**src/rtl/shreg_pkg.sv**
```systemverilog
// Shared encodings for the universal shift register: operation modes and
// command FSM states.
package shreg_pkg;

  typedef enum logic [2:0] {
    HOLD = 3'd0,
    LOAD = 3'd1,
    CLR  = 3'd2,
    SHL  = 3'd3,
    SHR  = 3'd4,
    ASR  = 3'd5,
    ROL  = 3'd6,
    ROR  = 3'd7
  } mode_t;

  typedef enum logic [0:0] {
    IDLE = 1'b0,
    RUN  = 1'b1
  } state_t;

  function automatic logic is_shift(input mode_t m);
    return m inside {SHL, SHR, ASR, ROL, ROR};
  endfunction

endpackage

```
**src/rtl/shift_step.sv**
```systemverilog
// One combinational step of the register: computes the next value and the
// bit pushed out, for every mode.
module shift_step
  import shreg_pkg::*;
#(
  parameter int WIDTH = 4
) (
  input  mode_t            i_mode,
  input  logic [WIDTH-1:0] i_value,
  input  logic [WIDTH-1:0] i_d,
  input  logic             i_serial_in,
  output logic [WIDTH-1:0] o_next,
  output logic             o_out_bit,
  output logic             o_out_valid
);

  always_comb begin
    o_next      = i_value;
    o_out_bit   = 1'b0;
    o_out_valid = 1'b0;
    case (i_mode)
      HOLD: o_next = i_value;
      LOAD: o_next = i_d;
      CLR:  o_next = '0;
      SHL: begin
        o_next      = {i_value[WIDTH-2:0], i_serial_in};
        o_out_bit   = i_value[WIDTH-1];
        o_out_valid = 1'b1;
      end
      SHR: begin
        o_next      = {i_serial_in, i_value[WIDTH-1:1]};
        o_out_bit   = i_value[0];
        o_out_valid = 1'b1;
      end
      ASR: begin
        o_next      = {i_value[WIDTH-1], i_value[WIDTH-1:1]};
        o_out_bit   = i_value[0];
        o_out_valid = 1'b1;
      end
      ROL: begin
        o_next      = {i_value[WIDTH-2:0], i_value[WIDTH-1]};
        o_out_bit   = i_value[WIDTH-1];
        o_out_valid = 1'b1;
      end
      ROR: begin
        o_next      = {i_value[0], i_value[WIDTH-1:1]};
        o_out_bit   = i_value[0];
        o_out_valid = 1'b1;
      end
      default: o_next = i_value;
    endcase
  end

endmodule

```
**src/rtl/univ_shift_reg.sv**
```systemverilog
// Universal shift register with single-step ops and a multi-step shift/rotate
// command tracked by a two-state IDLE/RUN FSM.
module univ_shift_reg
  import shreg_pkg::*;
#(
  parameter int WIDTH = 4,
  parameter int CNT_W = $clog2(WIDTH + 1)
) (
  input  logic             clk,
  input  logic             reset,
  input  logic             enable,
  input  logic [2:0]       mode,
  input  logic [WIDTH-1:0] D,
  input  logic             serial_in,
  input  logic             start,
  input  logic [CNT_W-1:0] amount,
  output logic [WIDTH-1:0] salida,
  output logic             serial_out,
  output logic             busy,
  output logic             done,
  output logic             o_dbg_state
);

  localparam logic [CNT_W-1:0] ONE = CNT_W'(1);

  // Command handshake: start is taken only on an enabled IDLE edge; busy is
  // high while steps remain; done pulses for exactly one cycle after the last
  // step, and a new start may be issued during that cycle.
  state_t           r_state;
  mode_t            r_mode;
  logic [CNT_W-1:0] r_cnt;
  logic [WIDTH-1:0] r_salida;
  logic             r_serial_out;
  logic             r_busy;
  logic             r_done;

  mode_t            w_mode_in;
  mode_t            w_step_mode;
  logic [WIDTH-1:0] w_next;
  logic             w_out_bit;
  logic             w_out_valid;

  assign w_mode_in   = mode_t'(mode);
  assign w_step_mode = (r_state == RUN) ? r_mode : w_mode_in;

  shift_step #(.WIDTH(WIDTH)) u_step (
    .i_mode      (w_step_mode),
    .i_value     (r_salida),
    .i_d         (D),
    .i_serial_in (serial_in),
    .o_next      (w_next),
    .o_out_bit   (w_out_bit),
    .o_out_valid (w_out_valid)
  );

  always_ff @(posedge clk) begin
    if (reset) begin
      r_state      <= IDLE;
      r_mode       <= HOLD;
      r_cnt        <= '0;
      r_salida     <= '0;
      r_serial_out <= 1'b0;
      r_busy       <= 1'b0;
      r_done       <= 1'b0;
    end else begin
      r_done <= 1'b0;
      if (enable) begin
        case (r_state)
          IDLE: begin
            if (start) begin
              r_mode <= w_mode_in;
              if (amount == '0) begin
                r_done <= 1'b1;
              end else begin
                r_salida <= w_next;
                if (w_out_valid) r_serial_out <= w_out_bit;
                // Step 1 happens here; RUN only covers the remaining steps.
                if (is_shift(w_mode_in) && (amount > ONE)) begin
                  r_state <= RUN;
                  r_busy  <= 1'b1;
                  r_cnt   <= amount - ONE;
                end else begin
                  r_cnt  <= '0;
                  r_done <= 1'b1;
                end
              end
            end else begin
              r_salida <= w_next;
              if (w_out_valid) r_serial_out <= w_out_bit;
            end
          end
          RUN: begin
            r_salida <= w_next;
            if (w_out_valid) r_serial_out <= w_out_bit;
            r_cnt <= r_cnt - ONE;
            if (r_cnt == ONE) begin
              r_state <= IDLE;
              r_busy  <= 1'b0;
              r_done  <= 1'b1;
            end
          end
          default: r_state <= IDLE;
        endcase
      end
    end
  end

  assign salida      = r_salida;
  assign serial_out  = r_serial_out;
  assign busy        = r_busy;
  assign done        = r_done;
  assign o_dbg_state = (r_state == RUN);

endmodule
```
**config.mk**
```make
export PLATFORM = sky130hd
export DESIGN_NAME = univ_shift_reg
export DESIGN_NICKNAME = d
export VERILOG_FILES = /design/src/rtl/shreg_pkg.sv /design/src/rtl/shift_step.sv /design/src/rtl/univ_shift_reg.sv
export SDC_FILE = /design/constraint.sdc
export NUM_CORES = 1
export LEC_CHECK = 0
export CAP_MARGIN = 30
export CORE_AREA = 4 4 58 60
export CTS_BUF_LIST = sky130_fd_sc_hd__clkbuf_8
export DETAILED_ROUTE_END_ITERATION = 8
export DIE_AREA = 0 0 62 64
export PLACE_DENSITY = 0.68
export SYNTH_ARGS = -nofsm -noshare
export SYNTH_HDL_FRONTEND = slang
export SYNTH_SLANG_ARGS = --single-unit
export TNS_END_PERCENT = 50
```
**constraint.sdc**
```tcl
create_clock -name clk -period 5.25 [get_ports clk]
set_input_delay 1.05 -clock clk [delete_from_list [all_inputs] [get_ports clk]]
set_output_delay 1.05 -clock clk [all_outputs]
set_load 0.02 [all_outputs]
```
-- Word level (Yosys, flattened, before mapping)
Index checks and enable logic that the tools add are counted.
- memories: 0
- flip-flop bits (word level): 14
- latch bits: 0
- memory bits (read-only): 0
- bits in writable memories: 0
- output and inout bits: 8
- shift-type cells: 0
- $add $sub $neg: 2
- equality and inequality tests: 18
- bitwise gates (word level): 2
- $lt $le $gt $ge: 1
- multiplexer cells: 30
- reductions and logical operators: 12
- multipliers: 0
- div/mod/pow operators: 0
- operators by type and width (cell ; number):
    $pmux W4 S8 ; 1
    $eq A3 B3 Y1 const B ; 8
    $mux W1 ; 16
    $mux W3 ; 4
    $pmux W1 S2 ; 5
    $eq A3 B2 Y1 const B ; 3
    $mux W4 ; 2
    $pmux W4 S2 ; 1
    $eq A3 B1 Y1 const B ; 2
    $logic_not A3 Y1 ; 2
    $ne A2 B2 Y1 const B ; 3
    $pmux W3 S2 ; 1
    $reduce_and A3 Y1 ; 2
    $sub A3 B1 Y3 const B ; 2
    $reduce_and A5 Y1 ; 1
    $reduce_bool A5 Y1 ; 1
    $reduce_or A5 Y1 ; 1
    $reduce_or A2 Y1 ; 2
    $gt A3 B1 Y1 const B ; 1
    $ne A3 B3 Y1 const B ; 1
    $reduce_or A3 Y1 ; 1
    $ne A2 B1 Y1 const B ; 1
    $not A1 Y1 ; 2
    $reduce_and A2 Y1 ; 1
    $logic_and A1 B1 Y1 ; 1

-- Depth between registers and ports, before layout
Gate-level depths: netlist (run 1).
- depth after elaboration: 8
- depth in mapped cells: 7
- gate-level depth less buffers: 7

-- Cells and area by module
From an unflattened synthesis (run 1), not the netlist that was laid out.
- cells, all modules: 118
- area total of the unflattened synthesis: 1028.5 um^2
- by module, submodules not included (module ; cells an instance ; instances ; area each (um^2)):
    univ_shift_reg ; 80 ; 1 ; 750.7
    shift_step ; 38 ; 1 ; 277.8

-- Least setup slack after synthesis (run 1)
No wires, ideal clock.
- path kind: input -> register
- start point: in amount[1]
- end point: reg r_cnt[1]
- buffers on the path: 0
- slack: 3.009 ns
- arrival time: 2.170 ns
- library setup time: 0.071 ns
- stages: 7
- path through: inv_1 ha_1 o21ba_2 o21ai_1 nand2b_1 or3_1 a21oi_1
- cells in the longest elaborated chain, start to end: 6
- ends and longest elaborated chain (what ; line ; RTL):
    start, declared ; univ_shift_reg.sv:16 ; input logic [CNT_W-1:0] amount,
    $gt A3 B1 Y1 ; univ_shift_reg.sv:78 ; if (is_shift(w_mode_in) && (amount > ONE)) begin
    $logic_and A1 B1 Y1 ; univ_shift_reg.sv:78 ;
    $mux W3 ; univ_shift_reg.sv:78 ;
    $mux W3 ; univ_shift_reg.sv:72 ; if (amount == '0) begin
    $mux W3 ; univ_shift_reg.sv:70 ; if (start) begin
    $pmux W3 S2 ; univ_shift_reg.sv:68 ; case (r_state)
    end signal, assigned ; univ_shift_reg.sv:81 ; r_cnt <= amount - ONE;
    end signal, assigned ; univ_shift_reg.sv:95 ; r_cnt <= r_cnt - ONE;
    end, declared ; univ_shift_reg.sv:31 ; logic [CNT_W-1:0] r_cnt;
Several ways; a longest one is shown, not always the timed one. The select of a mux whose other input is x is not followed.
A chain may end at the register's enable or synchronous reset.

-- Worst setup path after layout (run 1)
- start point: reg r_state, in the netlist o_dbg_state
- end point: out o_dbg_state
- RTL lines (what ; line ; RTL):
    start, declared ; univ_shift_reg.sv:29 ; state_t r_state;
    start signal, assigned ; univ_shift_reg.sv:58 ; r_state <= IDLE;
    start signal, assigned ; univ_shift_reg.sv:79 ; r_state <= RUN;
    start signal, assigned ; univ_shift_reg.sv:97 ; r_state <= IDLE;
    end, declared ; univ_shift_reg.sv:21 ; output logic o_dbg_state
No word-level cell between the ends.

==> reports/qor.json, run 1 <==
{
  "status": "finished, final reports clean",
  "final_layout_size_suffix_gt1_frac": 0.1259,
  "report.final.setup_viol": 0,
  "clock_tree_buffer_depth": 2,
  "rsz0062_at_grt": "false",
  "reg2reg_from": "o_dbg_state",
  "final.min_clock_period_ns": 2.725,
  "synth-seq-area-share": 0.2872,
  "pwr_density_cell_mw_per_mm2": 250.2,
  "cts_resized": 0,
  "design.final.nets": 156,
  "clock_sinks": 14,
  "synth_top_area_cell": "dfxtp_1",
  "track_usage": 0.1193,
  "worst_path_largest_cell_delay_ns": 0.73,
  "vias": 899,
  "hold_buffers": 0,
  "clock_latency_ns": 0.25,
  "initial_utilization": 0.3333,
  "leakagePower_nw": 0.4980,
  "cts_made_buffers": 3,
  "cts.reportedPaths.clkPinSlew_ns": 0.06,
  "arrival_ns": 1.67,
  "syn_area_sq_um": 975.9,
  "synth_area_per_cell_sq_um": 8.792,
  "yosys-top-cells-area": "dfxtp_1, ha_1, nor2_1",
  "dieWidth_microns": 62,
  "postSynthCellCount": 111,
  "totalNegativeSetupSlack_ns": 0,
  "drt-pass1-iter-count": 4,
  "synth-seq-cells": 14,
  "crit-reg2reg-capture": "salida[0]",
  "placement_rows": 20,
  "die_extent_in_y_microns": 64,
  "drv_slew": 0,
  "root_buffer_master": "clkbuf_8",
  "crit_path_max_fanout": 12,
  "finish.cell_count_without_fillers": 168,
  "via_per_inst": 5.351,
  "critPathLaunchType": "register",
  "ys_async_sr_fraction": 0,
  "worstSetupStartpoint": "o_dbg_state",
  "min_period_over_period": 0.5190,
  "synth_nets": 131,
  "wl_microns": 2203,
  "overflow": 0,
  "dpl.hpwl_microns": 1704,
  "wire_length_of_the_first_global_routing_pass_microns": 3684,
  "cts-htree-levels": 1,
  "critPathRequiredTime_ns": 4.20,
  "cpLargestDelayFamily": "buffers and inverters",
  "ff2ff_path_depth": 5,
  "worst_pin_slew_ns": 0.6658,
  "synth_cell_types": 39,
  "grt_antenna_before_repair": 0,
  "path_cells": "clkdlybuf4s50_1",
  "dominantRegCellSynth": "dfxtp_1",
  "cpMaxStageDelayCell": "clkdlybuf4s50_1",
  "synth_enable_flop_cells": 0,
  "die_area_sq_mm": 0.003968,
  "routed_len_inst_microns": 13.11,
  "peakVddDrop_mv": 0.1392,
  "drcViolationCount": 0,
  "timing_hold_violations_final": 0,
  "critPathCaptureType": "output pin",
  "numPlacedInstances": 164,
  "place.gp.congestion": 0.8678,
  "worst_setup_path_endpoint": "o_dbg_state",
  "grt_start_max_net_pins": 18,
  "antenna_violating_nets_post_route": 0,
  "path_depth": 1,
  "placeableCoreArea_sq_mm": 0.002928,
  "timing.hold.worst.class": "reg2reg",
  "insertedDiodeCount": 0,
  "maxCapViolations": 0,
  "fmax_mhz": 367.0,
  "dr.first_iter.drc_count": 53,
  "areaGrowthSynthToFinish_pct": 30.90,
  "grt_pass1_vias": 839,
  "timing.max_slew.rel_slack": 0.5547,
  "ioPinCount": 23,
  "synthesis.yosys.warnings": 0,
  "post-synth-top-area-fraction": 0.2872,
  "buffer_ports.inserted": 22,
  "critical_path_buf_inv_count": 1,
  "tritoncts": "yes",
  "rrSetupSlack_ns": 3.09,
  "cts.repair_timing.setup_buffer_count": 0,
  "final.setup_skew_ns": 0.003245,
  "worst-setup-path-type": "reg2out"
}
through the flow:
stage	power, W	utilization	setup slack [ns]	instance area (sq um)	hold WS (ns)
2_1_floorplan	0.0001810	-	3.009	975.9	0.4863
3_3_place_gp	0.0002120	0.4175	2.389	1222	0.4940
3_5_place_dp	0.0002137	0.4175	2.338	1222	0.4983
4_1_cts	0.0003232	0.4363	2.518	1277	0.5078
5_1_grt	0.0003373	0.4363	2.433	1277	0.5231
6_report	0.0003196	0.4363	2.525	1277	0.5036
report_power, final:
part	switching (W)	total, W	internal [W]
Clock	0.0000414	0.000108	0.0000666
Combinational	0.0000447	0.0000888	0.0000442
Sequential	0.00000881	0.000123	0.000114
cell usage after synthesis, types with 3 or more instances:
cell	instances
nor3_1	3
nand3b_1	3
o21ai_0	9
inv_1	8
ha_1	5
nor2_1	13
a211oi_1	3
dfxtp_1	14
a21oi_1	7
nand2b_1	4
nand2_1	5
mux2i_1	4
metal layers:
metal	global-route usage	part of all wire	up-vias
met3	0.03636	0.069	3
met1	0.1530	0.47	411
met5	0	0	-
met2	0.1930	0.45	29
li1	-	-	456
met4	0.02387	0.0091	0
tightest hold or removal path, stage by stage, from the launching register on:
cell	delay, ns
dfxtp_1	0.32
o21ai_0	0.07
a21oi_1	0.06
placed cells by master (no fill, tap or decap), types with 4 or more instances in the layout:
| cell type | n |
|---|---|
| clkbuf_8 | 4 |
| a21oi_1 | 7 |
| ha_1 | 5 |
| nand2b_1 | 4 |
| o21ai_0 | 9 |
| nor2_1 | 13 |
| clkdlybuf4s50_1 | 22 |
| nand2_1 | 5 |
| inv_1 | 8 |
| dfxtp_1 | 14 |
| mux2i_1 | 4 |
sequential cells by signal, summed over array words and instances (netlist names):
name / cells
r_mode: 3
done: 1
r_cnt: 3
o_dbg_state: 1
serial_out: 1
busy: 1
salida: 4
cell families after synthesis:
family / synth area share
compound gates: 0.2923
buf+inv: 0.04615
simple gates: 0.1744
xor+xnor: 0.02693
fa+ha+maj: 0.06410
flops: 0.2872
mux: 0.1090
worst min-delay path by stage:
stage | start | endpoint | slack [ns] | depth (start not counted)
detailed placement | busy | busy | 0.50 | 2
finish | busy | busy | 0.50 | 2
CTS | busy | busy | 0.51 | 2
global placement | busy | busy | 0.49 | 2
floorplan | r_mode[1] | r_mode[1] | 0.49 | 2
global route | busy | busy | 0.52 | 2
area by class of cell:
class,instances,area [sq um]
clock buffers,4,55.05
fillers,284,1650
inverters,8,30.03
multi-input cells,87,650.6
flip-flops and latches,14,280.3
well taps,33,41.29
repair buffers,22,220.2
No activity file was read; power rests on OpenSTA's default activity.
==> inputs of run 2 (changes only) <==
==> constraint.sdc (replaced) <==
create_clock -name clk -period 2.55 [get_ports clk]
set_input_delay 0.51 -clock clk [delete_from_list [all_inputs] [get_ports clk]]
set_output_delay 0.51 -clock clk [all_outputs]
set_load 0.02 [all_outputs]
==> run 2 against run 1 <==
- setup slack lost 2.1 ns
- sequential power grew 100%
- die area is the same
- largest power group unchanged
- highest routed layer unchanged
==> reports/qor.json, run 2 (synthesis gave the netlist of run 1 again) <==
{
  "dpl.hpwl_microns": 1782,
  "die_extent_in_y_microns": 64,
  "timing.hold.worst_path_depth": 2,
  "final.setup_skew_ns": 0.001840,
  "reg2reg_from": "o_dbg_state",
  "report.final.setup_viol": 0,
  "worst_pin_slew_ns": 0.6381,
  "clock_tree_buffer_depth": 2,
  "report.power.total_w": 0.0006577,
  "cts_resized": 0,
  "wl_microns": 2308,
  "placement_rows": 20,
  "totalNegativeSetupSlack_ns": 0,
  "tritoncts": "yes",
  "timing_hold_violations_final": 0,
  "insertedDiodeCount": 0,
  "critPathCaptureType": "output pin",
  "min_period_over_period": 0.8456,
  "numPlacedInstances": 165,
  "dieWidth_microns": 62,
  "worst_path_largest_cell_delay_ns": 0.61,
  "final_cell_mix": "clkdlybuf4s50_1, dfxtp_1, nor2_1, o21ai_0, inv_1",
  "grt_pass1_vias": 904,
  "cts_made_buffers": 3,
  "worst-setup-path-type": "reg2out",
  "timing.max_slew.rel_slack": 0.5733,
  "crit_path_max_fanout": 7,
  "grt_start_max_net_pins": 18,
  "final.min_clock_period_ns": 2.156,
  "root_buffer_master": "clkbuf_8",
  "drcViolationCount": 0,
  "die_area_sq_mm": 0.003968,
  "timing.hold.worst.class": "reg2reg",
  "overflow": 0,
  "place.gp.congestion": 0.8568,
  "hold_buffers": 0,
  "cts-htree-levels": 1,
  "grt_antenna_before_repair": 0,
  "cts.repair_timing.setup_buffer_count": 0,
  "cts.reportedPaths.clkPinSlew_ns": 0.06,
  "hold_path_end": "busy",
  "cpMaxStageDelayCell": "clkdlybuf4s50_1",
  "ioPinCount": 23,
  "rrSetupSlack_ns": 0.56,
  "leakagePower_nw": 0.5033,
  "hp-start": "busy",
  "wire_length_of_the_first_global_routing_pass_microns": 3822,
  "crit-reg2reg-capture": "salida[0]",
  "fmax_mhz": 463.7,
  "arrival_ns": 1.65,
  "track_usage": 0.1248,
  "drv_slew": 0,
  "critical_path_buf_inv_count": 2,
  "cpLargestDelayFamily": "buffers and inverters",
  "ff2ff_path_depth": 5,
  "antenna_violating_nets_post_route": 0,
  "buffer_ports.inserted": 22,
  "critPathRequiredTime_ns": 2.04,
  "clock_latency_ns": 0.25,
  "placeableCoreArea_sq_mm": 0.002928,
  "rsz0062_at_grt": "false",
  "largest_register_ff_count": 4,
  "via_per_inst": 5.467,
  "finish.cell_count_without_fillers": 169,
  "drt-pass1-iter-count": 4,
  "layout.cells.most_common": "clkdlybuf4s50_1",
  "vias": 924,
  "routed_len_inst_microns": 13.66,
  "initial_utilization": 0.3333,
  "pwr_density_cell_mw_per_mm2": 511.9,
  "path_cells": "buf_4, clkdlybuf4s50_1",
  "areaGrowthSynthToFinish_pct": 31.67,
  "clock_sinks": 14,
  "dr.first_iter.drc_count": 48,
  "critPathLaunchType": "register",
  "status": "finished, final reports clean",
  "maxCapViolations": 0,
  "final_layout_size_suffix_gt1_frac": 0.1324,
  "design.final.nets": 157,
  "peakVddDrop_mv": 0.2409
}
## run 2: cell count changes in the layout (fill, tap and decap cells not counted), sizes merged
cell	before	now
buf	0	1
## run 2: final cells by class
| type | count | area, sq um |
|---|---|---|
| Multi-Input combinational cell | 87 | 650.6 |
| Fill cell | 304 | 1643 |
| Clock buffer | 4 | 55.05 |
| Timing Repair Buffer | 23 | 227.7 |
| Tap cell | 33 | 41.29 |
| Inverter | 8 | 30.03 |
| Sequential cell | 14 | 280.3 |
## run 2: worst max path at each step
stage                start     endpoint  slack, ns  depth (start not counted)
4_1_cts        o_dbg_state  o_dbg_state       0.38                          2
5_1_grt          amount[0]    salida[0]       0.31                          8
3_5_place_dp     amount[0]    salida[0]       0.19                          8
2_1_floorplan  o_dbg_state    salida[1]       0.66                          6
6_report       o_dbg_state  o_dbg_state       0.39                          2
3_3_place_gp     amount[0]    salida[0]       0.22                          8
## run 2: tightest hold or removal path: cells and delay by family (launching register included)
kind               cells  cell delay, ns
AOI/OAI and AO/OA      2            0.14
DFF                    1            0.32
## run 2: power breakdown
group / internal (W) / switching (W)
Clock: 0.000137 / 0.0000828
Sequential: 0.000235 / 0.0000167
Combinational: 0.0000923 / 0.0000941
Total: 0.000464 / 0.000194
## run 2: routing by layer
metal	vias up	GRT usage	wire, microns
met3	5	0.02424	204
met4	0	0.06101	43
met2	35	0.1995	1052
met5	-	0	0
met1	427	0.1542	1007
li1	457	-	-
## run 2: per-stage QoR
stage | hold WS (ns) | util | instance area [sq um] | worst slack (ns)
floorplan | 0.4863 | - | 975.9 | 0.6614
global placement | 0.4951 | 0.4201 | 1230 | 0.2223
detailed placement | 0.4990 | 0.4201 | 1230 | 0.1855
CTS | 0.5056 | 0.4389 | 1285 | 0.3817
global route | 0.5200 | 0.4389 | 1285 | 0.3061
finish | 0.5031 | 0.4389 | 1285 | 0.3936
==> inputs of run 3 (changes only) <==
--- a/config.mk
+++ b/config.mk
@@ -10,7 +10,7 @@
 export CTS_BUF_LIST = sky130_fd_sc_hd__clkbuf_8
 export DETAILED_ROUTE_END_ITERATION = 8
 export DIE_AREA = 0 0 62 64
-export PLACE_DENSITY = 0.68
+export PLACE_DENSITY = 0.7
 export SYNTH_ARGS = -nofsm -noshare
 export SYNTH_HDL_FRONTEND = slang
 export SYNTH_SLANG_ARGS = --single-unit
==> constraint.sdc (replaced) <==
create_clock -name clk -period 1.8 [get_ports clk]
set_input_delay 0.36 -clock clk [delete_from_list [all_inputs] [get_ports clk]]
set_output_delay 0.36 -clock clk [all_outputs]
set_load 0.02 [all_outputs]
==> run 3 against run 2 <==
- total power increased by 51%
- clock skew fell by 0.0016 ns
- register-to-register slack worse by 0.49 ns
- hold slack about the same
- critical path depth increased by 4
- final area rose by 17%
- setup slack got worse by 0.33 ns
- clock power rose by 42%
- clock-buffer cell count did not move
- routed wire length rose by 12%
==> reports/qor.json, run 3 (synthesis gave the netlist of run 1 again) <==
{
  "status": "finished, final reports clean",
  "worstSetupStartpoint": "mode[1]",
  "place.gp.congestion": 0.8430,
  "overflow": 0,
  "drcViolationCount": 0,
  "timing.hold.worst.class": "reg2reg",
  "antenna_violating_nets_post_route": 0,
  "timing_hold_violations_final": 0,
  "worst_pin_slew_ns": 0.5147,
  "placement_rows": 20,
  "dr.first_iter.drc_count": 21,
  "arrival_ns": 1.85,
  "routed_len_inst_microns": 13.63,
  "timing.max_slew.rel_slack": 0.6558,
  "via_per_inst": 5.307,
  "clock_sinks": 14,
  "areaGrowthSynthToFinish_pct": 53.59,
  "critPathCaptureType": "register",
  "timing.hold.worst_path_depth": 2,
  "dpl.hpwl_microns": 1957,
  "placeableCoreArea_sq_mm": 0.002928,
  "insertedDiodeCount": 0,
  "vias": 1003,
  "drt-pass1-iter-count": 4,
  "initial_utilization": 0.3333,
  "post_route_cell_area_sq_mm": 0.001499,
  "tritoncts": "yes",
  "maxCapViolations": 0,
  "design.final.nets": 177,
  "fmax_mhz": 576.3,
  "place_ws_ns": -0.3168,
  "worst-setup-path-type": "in2reg",
  "layout.cells.most_common": "buf_4",
  "cts_made_buffers": 3,
  "cts-htree-levels": 1,
  "critPathLaunchType": "input port",
  "grt_start_max_net_pins": 13,
  "final_layout_size_suffix_gt1_frac": 0.2949,
  "leakagePower_nw": 0.6528,
  "dpl_cell_area_sq_mm": 0.001394,
  "wl_microns": 2577,
  "grt_antenna_before_repair": 0,
  "clock_latency_ns": 0.24,
  "wire_length_of_the_first_global_routing_pass_microns": 4491,
  "largest_register_ff_count": 4,
  "finalWorstSetupSlack_ns": 0.06467,
  "path_cells": "clkdlybuf4s50_1, mux2_4, and3_4, o21bai_4, a221oi_2, o41ai_2",
  "final_cell_mix": "buf_4, clkdlybuf4s50_1, nor2_1, dfxtp_1, o21ai_0",
  "die_extent_in_y_microns": 64,
  "cts.reportedPaths.clkPinSlew_ns": 0.06,
  "crit-reg2reg-capture": "salida[1]",
  "final.setup_skew_ns": 0.0002775,
  "buffer_ports.inserted": 22,
  "worst_setup_path_endpoint": "salida[1]",
  "dieWidth_microns": 62,
  "die_area_sq_mm": 0.003968,
  "min_period_over_period": 0.9641,
  "timing.hold.ws_ns": 0.5033,
  "ff2ff_path_depth": 5,
  "peakVddDrop_mv": 0.3979,
  "final.min_clock_period_ns": 1.735,
  "rrSetupSlack_ns": 0.07,
  "ioPinCount": 23,
  "reg2reg_from": "o_dbg_state",
  "report.final.setup_viol": 0,
  "clock_tree_buffer_depth": 2,
  "worst_path_largest_cell_delay_ns": 0.42,
  "root_buffer_master": "clkbuf_8",
  "grt_pass1_vias": 1049,
  "pwr_density_cell_mw_per_mm2": 664.7,
  "crit_path_max_fanout": 3,
  "cpMaxStageDelayCell": "clkdlybuf4s50_1",
  "track_usage": 0.1414,
  "drv_slew": 0,
  "critPathRequiredTime_ns": 1.91
}
==> run 3: worst max-delay path: cells and delay by family <==
family | cells | cell delay, ns
AOI/OAI and AO/OA | 3 | 0.59
buffers and inverters | 1 | 0.42
and+or+nand+nor | 1 | 0.18
muxes | 1 | 0.30
==> run 3: how the worst min path moves through the flow <==
stage	start	endpoint	slack [ns]
final	busy	busy	0.50
after detailed placement	busy	busy	0.49
after global placement	busy	busy	0.48
after global routing	busy	busy	0.55
after CTS	busy	busy	0.50
after floorplan	reset	o_dbg_state	0.42
==> run 3: where the power goes <==
part / switching, W / total (W) / internal (W)
logic: 0.000152 / 0.000326 / 0.000174
clock network: 0.000119 / 0.000312 / 0.000194
registers: 0.0000250 / 0.000358 / 0.000333
total: 0.000296 / 0.000996 / 0.000701
==> run 3: per-layer routing <==
layer  global-route usage  up-vias  share of wire
met2               0.2254       31           0.52
met4              0.06101        0          0.010
met5                    0        -              0
met1               0.1883      468           0.43
li1                     -      502              -
met3              0.01212        2          0.040
==> run 3: final cells by class <==
type,count,area [sq um]
multi-input cells,87,694.4
fillers,262,1429
clock buffers,4,55.05
inverters,8,30.03
well taps,33,41.29
repair buffers,43,396.6
flip-flops and latches,14,281.5
==> run 3: what timing repair did <==
| action | in CTS | in global routing |
|---|---|---|
| hold buffers | 0 | 0 |
| endpoints found under the setup margin | 2 | 10 |
| gates resized for setup | 2 | 11 |
| pin swaps | 1 | 1 |
| buffers inserted | 0 | 0 |
==> run 3: per-stage QoR <==
stage	total power [W]	utilization	std cells	setup TNS (ns)
after detailed placement	0.0006726	0.4761	185	-2.478
after CTS	0.0009875	0.4944	189	-0.03395
after global placement	0.0006651	0.4761	185	-2.013
after global routing	0.001054	0.5120	189	-0.0005296
final	0.0009963	0.5120	189	0
after floorplan	0.0005282	-	111	0
==> patch, RTL diff (settings of run 1) <==
Register the inputs `enable`, `mode`, `D`, `serial_in`, `start` and `amount` before use. The logic sees them one clock later. Comments in the files are not updated.
--- a/src/rtl/univ_shift_reg.sv
+++ b/src/rtl/univ_shift_reg.sv
@@ -23,6 +23,22 @@
 
   localparam logic [CNT_W-1:0] ONE = CNT_W'(1);
 
+  logic enable_q;
+  logic [2:0] mode_q;
+  logic [WIDTH-1:0] D_q;
+  logic serial_q;
+  logic start_q;
+  logic [CNT_W-1:0] amount_q;
+
+  always_ff @(posedge clk) begin
+    enable_q <= enable;
+    mode_q   <= mode;
+    D_q      <= D;
+    serial_q <= serial_in;
+    start_q  <= start;
+    amount_q <= amount;
+  end
+
   // Command handshake: start is taken only on an enabled IDLE edge; busy is
   // high while steps remain; done pulses for exactly one cycle after the last
   // step, and a new start may be issued during that cycle.
@@ -40,14 +56,14 @@
   logic             w_out_bit;
   logic             w_out_valid;
 
-  assign w_mode_in   = mode_t'(mode);
+  assign w_mode_in   = mode_t'(mode_q);
   assign w_step_mode = (r_state == RUN) ? r_mode : w_mode_in;
 
   shift_step #(.WIDTH(WIDTH)) u_step (
     .i_mode      (w_step_mode),
     .i_value     (r_salida),
-    .i_d         (D),
-    .i_serial_in (serial_in),
+    .i_d         (D_q),
+    .i_serial_in (serial_q),
     .o_next      (w_next),
     .o_out_bit   (w_out_bit),
     .o_out_valid (w_out_valid)
@@ -64,21 +80,21 @@
       r_done       <= 1'b0;
     end else begin
       r_done <= 1'b0;
-      if (enable) begin
+      if (enable_q) begin
         case (r_state)
           IDLE: begin
-            if (start) begin
+            if (start_q) begin
               r_mode <= w_mode_in;
-              if (amount == '0) begin
+              if (amount_q == '0) begin
                 r_done <= 1'b1;
               end else begin
                 r_salida <= w_next;
                 if (w_out_valid) r_serial_out <= w_out_bit;
                 // Step 1 happens here; RUN only covers the remaining steps.
-                if (is_shift(w_mode_in) && (amount > ONE)) begin
+                if (is_shift(w_mode_in) && (amount_q > ONE)) begin
                   r_state <= RUN;
                   r_busy  <= 1'b1;
-                  r_cnt   <= amount - ONE;
+                  r_cnt   <= amount_q - ONE;
                 end else begin
                   r_cnt  <= '0;
                   r_done <= 1'b1;
Formal check against the unedited RTL: not equivalent (a bounded check fails within 4 cycles, from zero or initial values and one cycle with reset high).
==> patch against run 1 <==
Routed wire length is 7.2% higher; power is 32% higher; count of clock-buffer cells in the layout is 1 lower; worst setup slack worse by 0.091 ns; utilization is 8.4 points higher; design area is 19% higher; cell count is 8.3% higher; worst hold slack worse by 0.029 ns; sequential power is 88% higher; critical path depth stayed put; synthesized cell count is 14% higher; area after synthesis is 27% higher; sequential cell count is 13 higher; critical path type unchanged; critical endpoint unchanged; highest routed layer unchanged.
==> patch: results (changes against run 1) <==
largest fanout on the critical path 17 (was 12); synth top area cells dfxtp_1 (43%), ha_1 (5.0%), a21oi_1 (4.8%) (was dfxtp_1 (29%), ha_1 (6.4%), nor2_1 (5.0%)); WL met1 1.02 mm (was 1.04 mm); Final Wtd Congestion 0.832 (was 0.868); Place WS 2.73 ns (was 2.34 ns); clock-cell share of area 2.96% (was 4.31%); Multi-In Gates 91 (was 87); starting DRC count in detailed routing 49 (was 53); routing usage on met1 14.4% (was 15.3%); metal3 WL 158 um (was 151 um); first-pass GRT wire length 3.92 mm (was 3.68 mm); final setup skew 0.00474 ns (was 0.00325 ns); GRT met3 Usage 4.24% (was 3.64%); synth unique cells 38 (was 39); slowest CP cell dfxtp_1 (was clkdlybuf4s50_1); multiplexer share of the synthesized area 6.14% (was 10.9%); Inverters 5 (was 8); gr usage total 12.9% (was 11.9%); worst-margin pin slew 0.686 ns (was 0.666 ns); WP data arrival 1.77 ns (was 1.67 ns); complex-gate fraction of the synthesized area 21.9% (was 29.2%); fillcell total 286 (was 284); clk_buf instances 3 (was 4); final hold slack 0.475 ns (was 0.504 ns); M2 GR Usage 22.5% (was 19.3%); status completed (unchanged); buffer share of cell area 14.4% (was 17.2%); final wirelength 2.36 mm (was 2.20 mm)
patch: cell count changes after synthesis, sizes merged, moves of 3 or more:
cell   before  now
dfxtp      14   27
nand2       5   13
mux2i       6    3
o21ai      11    8
inv         8    5
nor2b       1    4
nor3        3    0
nor2       13    6
nand3       2    5
a21oi       8   12
patch: power by group through the flow:
stage	clock (W)	sequential [W]	combinational (W)
floorplan	0	0.000236	0.0000525
CTS	0.000115	0.000231	0.0000820
detailed placement	0	0.000236	0.0000817
finish	0.000110	0.000231	0.0000815
global placement	0	0.000236	0.0000795
global route	0.000125	0.000234	0.0000896
patch: tightest hold or removal path: cells and delay by family (launching register included):
kind | cells | cell delay, ns
flip-flops | 1 | 0.32
AO/OA/AOI/OAI | 1 | 0.06
AND/OR/NAND/NOR | 1 | 0.05
